<file path="config.mk">
export PLATFORM = sky130hd
export DESIGN_NAME = cmult_bank_sched
export DESIGN_NICKNAME = d
export VERILOG_FILES = /design/src/rtl/cmult_bank_sched.sv
export SDC_FILE = /design/constraint.sdc
export NUM_CORES = 1
export LEC_CHECK = 0
export BUFFER_PORTS_ARGS = -buffer_cell sky130_fd_sc_hd__buf_2
export CAP_MARGIN = 20
export CORE_UTILIZATION = 36
export DETAILED_ROUTE_END_ITERATION = 12
export PLACE_DENSITY = 0.6
export SKIP_LAST_GASP = 1
export SYNTH_ARGS = -nofsm -noshare
export SYNTH_HDL_FRONTEND = slang
export SYNTH_SLANG_ARGS = --single-unit
</file>
<file path="constraint.sdc">
create_clock -name clk -period 3.5 [get_ports clk]
set_input_delay 0.875 -clock clk [delete_from_list [all_inputs] [get_ports clk]]
set_output_delay 0.875 -clock clk [all_outputs]
set_load 0.05 [all_outputs]
</file>
<file path="src/rtl/cmult_bank_sched.sv">
// Round-robin arbiter and issue sequencer for the shared complex multiplier bank.
// Tracks each issued beat through the bank latency and routes the result valid back to its requester.
module cmult_bank_sched #(
    parameter int NREQ = 4,
    parameter int LAT  = 7,
    parameter int SELW = $clog2(NREQ)
) (
    input  logic            clk,
    input  logic            reset,
    input  logic [NREQ-1:0] req_valid,
    input  logic [NREQ-1:0] req_last,
    output logic [NREQ-1:0] req_ready,
    output logic [SELW-1:0] mux_sel,
    output logic            bank_issue,
    output logic [NREQ-1:0] rsp_valid,
    input  logic            flush_req,
    output logic            flush_done,
    output logic            busy
);

    // state | meaning
    // IDLE  | round-robin grant of single beats or burst starts
    // BURST | lane locked to owner until its last beat is accepted
    // DRAIN | no issue; wait for empty tag pipeline, then pulse flush_done
    localparam logic [1:0] IDLE  = 2'd0;
    localparam logic [1:0] BURST = 2'd1;
    localparam logic [1:0] DRAIN = 2'd2;

    localparam int IFW = $clog2(LAT + 1);

    logic [1:0]      state, state_nxt;
    logic [SELW-1:0] rr_ptr, rr_nxt;
    logic [SELW-1:0] owner, owner_nxt;
    logic            flush_pending, fp_nxt;

    logic [LAT-1:0]  tag_v;
    logic [SELW-1:0] tag_idx [LAT];
    logic [IFW-1:0]  in_flight;

    logic            gnt_found;
    logic [SELW-1:0] gnt_idx;
    logic [SELW-1:0] cand;

    logic [NREQ-1:0] rdy_c;
    logic [SELW-1:0] sel_c;
    logic            iss_c;
    logic            fd_c;

    function automatic logic [SELW-1:0] nxt_ptr(input logic [SELW-1:0] p);
        if (int'(p) == NREQ - 1)
            return '0;
        return p + 1'b1;
    endfunction

    // Descending scan so the candidate nearest rr_ptr is written last and wins.
    always_comb begin
        gnt_found = 1'b0;
        gnt_idx   = '0;
        cand      = '0;
        for (int k = NREQ - 1; k >= 0; k--) begin
            cand = SELW'((int'(rr_ptr) + k) % NREQ);
            if (req_valid[cand]) begin
                gnt_found = 1'b1;
                gnt_idx   = cand;
            end
        end
    end

    always_comb begin
        rdy_c     = '0;
        sel_c     = '0;
        iss_c     = 1'b0;
        fd_c      = 1'b0;
        state_nxt = state;
        owner_nxt = owner;
        rr_nxt    = rr_ptr;
        fp_nxt    = flush_pending;
        case (state)
            IDLE: begin
                if (flush_req) begin
                    state_nxt = DRAIN;
                end else if (gnt_found) begin
                    rdy_c[gnt_idx] = 1'b1;
                    sel_c          = gnt_idx;
                    iss_c          = 1'b1;
                    if (req_last[gnt_idx]) begin
                        rr_nxt = nxt_ptr(gnt_idx);
                    end else begin
                        owner_nxt = gnt_idx;
                        state_nxt = BURST;
                    end
                end
            end
            BURST: begin
                rdy_c[owner] = 1'b1;
                sel_c        = owner;
                iss_c        = req_valid[owner];
                if (flush_req)
                    fp_nxt = 1'b1;
                if (req_valid[owner] && req_last[owner]) begin
                    state_nxt = (flush_pending || flush_req) ? DRAIN : IDLE;
                    rr_nxt    = nxt_ptr(owner);
                end
            end
            DRAIN: begin
                if (tag_v == '0) begin
                    fd_c      = 1'b1;
                    rr_nxt    = '0;
                    fp_nxt    = 1'b0;
                    state_nxt = IDLE;
                end
            end
            default: state_nxt = IDLE;
        endcase
    end

    // Combinational outputs are forced low while reset is held so nothing issues during reset.
    assign req_ready  = rdy_c & {NREQ{reset}};
    assign mux_sel    = reset ? sel_c : '0;
    assign bank_issue = iss_c & reset;
    assign flush_done = fd_c & reset;

    always_ff @(posedge clk or negedge reset) begin
        if (!reset) begin
            state         <= IDLE;
            rr_ptr        <= '0;
            owner         <= '0;
            flush_pending <= 1'b0;
        end else begin
            state         <= state_nxt;
            rr_ptr        <= rr_nxt;
            owner         <= owner_nxt;
            flush_pending <= fp_nxt;
        end
    end

    always_ff @(posedge clk or negedge reset) begin
        if (!reset) begin
            tag_v <= '0;
            for (int i = 0; i < LAT; i++)
                tag_idx[i] <= '0;
        end else begin
            tag_v[0]   <= bank_issue;
            tag_idx[0] <= mux_sel;
            for (int i = 1; i < LAT; i++) begin
                tag_v[i]   <= tag_v[i-1];
                tag_idx[i] <= tag_idx[i-1];
            end
        end
    end

    always_ff @(posedge clk or negedge reset) begin
        if (!reset) begin
            in_flight <= '0;
        end else begin
            case ({bank_issue, tag_v[LAT-1]})
                2'b10:   in_flight <= in_flight + 1'b1;
                2'b01:   in_flight <= in_flight - 1'b1;
                default: in_flight <= in_flight;
            endcase
        end
    end

    always_comb begin
        rsp_valid = '0;
        if (tag_v[LAT-1])
            rsp_valid[tag_idx[LAT-1]] = 1'b1;
    end

    assign busy = (in_flight != '0) || (state != IDLE);

endmodule

</file>
==> flow_metrics.tcl <==
set metrics [dict create \
    footprint_of_the_multi_input_gates_sq_um 886 \
    placement.io_buffers 23 \
    critPathLaunchType "primary input" \
    detail_route.iter0.violations 100 \
    avgSynthCellArea_sq_um 10.9 \
    nets 213 \
    tightest_slew_ps 493 \
    timing.final.ws_setup_ps 180 \
    routedWlPerCell_um 14.5 \
    dpl_cell_area_sq_um 1910 \
    post-place-ws_ps 209 \
    drt_pre_antenna_iters 8 \
    setup_viol 0 \
    postSynth.topFlopCell "sky130_fd_sc_hd__dfrtp_1" \
    maximum_frequency_from_static_timing_analysis_mhz 301 \
    hp-class "flip-flop to flip-flop" \
    die-area_sq_um 5030 \
    floorplan.rows 24 \
    layout_common_cells "31 x sky130_fd_sc_hd__dfrtp_1, 23 x sky130_fd_sc_hd__buf_2, 12 x sky130_fd_sc_hd__nand2_1, 12 x sky130_fd_sc_hd__ha_1" \
    final_common_cell "sky130_fd_sc_hd__dfrtp_1" \
    p_per_area_nw_per_um2 861 \
    max_slew_margin 0.670 \
    ys_seq_area_frac 0.454 \
    timing.final.crit_share 0.949 \
    grt_pass1_wl_um 5960 \
    critPathKind "primary input to output port" \
    synth_async_sr_flop_share 1.00 \
    dp_hpwl_um 2720 \
    flow.area_growth_from_synthesis_pct 18.7 \
    htree_num_levels 2 \
    postCtsResizedCells 0 \
    detail-route-antenna-nets 0 \
    gp_congestion 0.818 \
    synth_warnings 0 \
    crit_arrival_ps 2450 \
    cts_setup_buffers 0 \
    cp_slowest_cell "sky130_fd_sc_hd__nor2_1" \
    num-fill-cells 422 \
    drt_drc_violations_left 8 \
    post-route-min-period_ps 3320 \
    postCtsHoldBufs 0 \
    rsz_0062_raised_after_global_routing "no" \
    cp_cell_sequence "buf_2 -> nand2b_1 -> o211a_1 -> nor2_1 -> inv_1 -> ha_1 -> a22oi_1 -> nor2b_1 -> buf_2" \
    syn-cell-area_sq_um 1710 \
    tritoncts "yes" \
    finClkSkew_ps 4.43 \
    vias_per_cell 5.30 \
    route.vias.total 1283 \
    number_of_antenna_diodes 0 \
    report.final.hold_viol_count 0 \
    power_leakage_nw 1.04 \
    yosys_register_bits 31 \
    core_area_sq_um 4470 \
    drv_cap 0 \
    globalRouteTotalUtil 0.156 \
    worst_setup_path_end_kind "output port" \
    clock_insertion_delay_worst_skew_ps 280 \
    cp_slowest_stage_delay_ps 280 \
    failed_checks "DRC" \
    layout_cell_share_with_drive_strength_beyond_1 0.258 \
    first_global_vias 1348 \
    cts_inserted_buffers 5 \
    status "finished with violations" \
    initial_core_util 0.382 \
    synthesis.instances 157 \
    die_width_um 70.9 \
    clk_path_buf_depth 2 \
    grt_max_degree 20 \
    floorplan.io_pins 24 \
    antenna_found_initial 0 \
    detail_route.wirelength_um 3520 \
    critical_path_peak_fanout 6 \
    timing.final.max_slew_violations 0 \
    stdcell_area_sq_um 2030 \
    cp.required_ps 2620 \
    clk_pin_slew_worst_paths_ps 60 \
    cts_num_sinks 31 \
    critical_path.most_common_cell "sky130_fd_sc_hd__buf_2" \
    synth_nets 181 \
    global_route.overflow_total 0 \
    seq_area_sq_um 776 \
    clk_root_buffer_cell "sky130_fd_sc_hd__clkbuf_8" \
    netlist-cell-type-count 47 \
    peakVddDrop_uv 325 \
    number_of_enable_flip_flop_cells_after_synthesis 0 \
    finalCoreUtilization 0.454 \
    die-height_um 70.9 \
    finalSetupTns_ps 0 \
]
Yosys cell counts, types with 2 or more instances:
cell type / count / area (sq um)
sky130_fd_sc_hd__o21ai_0: 3 / 15.0
sky130_fd_sc_hd__mux2i_1: 3 / 30.0
sky130_fd_sc_hd__mux4_2: 2 / 45.0
sky130_fd_sc_hd__nand3_1: 4 / 20.0
sky130_fd_sc_hd__a22oi_1: 6 / 45.0
sky130_fd_sc_hd__a31oi_1: 2 / 12.5
sky130_fd_sc_hd__or3_1: 2 / 12.5
sky130_fd_sc_hd__nor3b_1: 2 / 15.0
sky130_fd_sc_hd__a21oi_1: 6 / 30.0
sky130_fd_sc_hd__a211o_1: 2 / 17.5
sky130_fd_sc_hd__dfrtp_1: 31 / 776
sky130_fd_sc_hd__o22ai_1: 2 / 12.5
sky130_fd_sc_hd__ha_1: 12 / 150
sky130_fd_sc_hd__nand2_1: 12 / 45.0
sky130_fd_sc_hd__nor2b_1: 7 / 43.8
sky130_fd_sc_hd__nor2_1: 10 / 37.5
sky130_fd_sc_hd__inv_1: 10 / 37.5
sky130_fd_sc_hd__and3_1: 4 / 25.0
sky130_fd_sc_hd__nand2b_1: 5 / 31.3
sky130_fd_sc_hd__clkbuf_1: 2 / 7.51
sky130_fd_sc_hd__and2_4: 2 / 17.5
sky130_fd_sc_hd__xnor2_1: 2 / 17.5
sky130_fd_sc_hd__o21ai_1: 2 / 10.0
cell type report:
cell class / count / area share
multi-input combinational: 113 / 0.436
sequential: 31 / 0.382
timing repair buffer: 27 / 0.0715
clock buffer: 6 / 0.0407
tap: 52 / 0.0320
inverter: 11 / 0.0203
clock inverter: 2 / 0.0173
flip-flops by register name, summed over array words and instances (netlist names):
register,flops
flush_pending,1
in_flight,3
owner,2
rr_ptr,2
state,2
tag_idx,14
tag_v,7
layer usage:
layer  part of all wire  GRT usage  up-vias
met3              0.044     0.0356        4
met2               0.48      0.253       37
li1                   -          -      622
met5                  0          0        -
met4              0.012     0.0911        0
met1               0.47      0.190      620
cell families (layout without fill, tap and decap cells):
logic type,Yosys count,in the layout,share of synthesized area
AND/OR/NAND/NOR,58,58,0.207
buffers and inverters,13,46,0.0285
XOR/XNOR,3,3,0.0154
AO/OA/AOI/OAI,33,33,0.146
multiplexers,6,6,0.0505
flip-flops,31,31,0.454
adder cells (fa/ha/maj),13,13,0.0995
path summary, 6_finish.rpt:
path	end	start	cells past startpoint	slack, ps
min reg2reg	tag_idx[4]	tag_idx[6]	0	350
max reg2reg	in_flight[2]	state[1]	11	960
min in group asynchronous	tag_v[2]	reset	1	490
min	tag_idx[4]	tag_idx[6]	0	350
max in group asynchronous	state[1]	reset	2	2520
max	req_ready[0]	req_valid[1]	9	180
critical path, delay by kind of cell:
kind,cells,cell delay (ps)
compound gates,2,410
simple gates,3,510
buf+inv,3,450
fa+ha+maj,1,200
report_power, final:
part	internal, mW	switching (mW)
logic	0.348	0.467
registers	0.472	0.0991
clock network	0.230	0.132
total	1.05	0.698
through the flow:
| step | cells | hold WS, ps | power (mW) |
|---|---|---|---|
| 6_report | 242 | 352 | 1.75 |
| 5_1_grt | 242 | 359 | 1.87 |
| 4_1_cts | 242 | 351 | 1.76 |
| 3_5_place_dp | 234 | 336 | 1.39 |
| 3_3_place_gp | 234 | 333 | 1.37 |
| 2_1_floorplan | 157 | 331 | 1.20 |
Note: power is estimated with default switching activity, not from simulation.
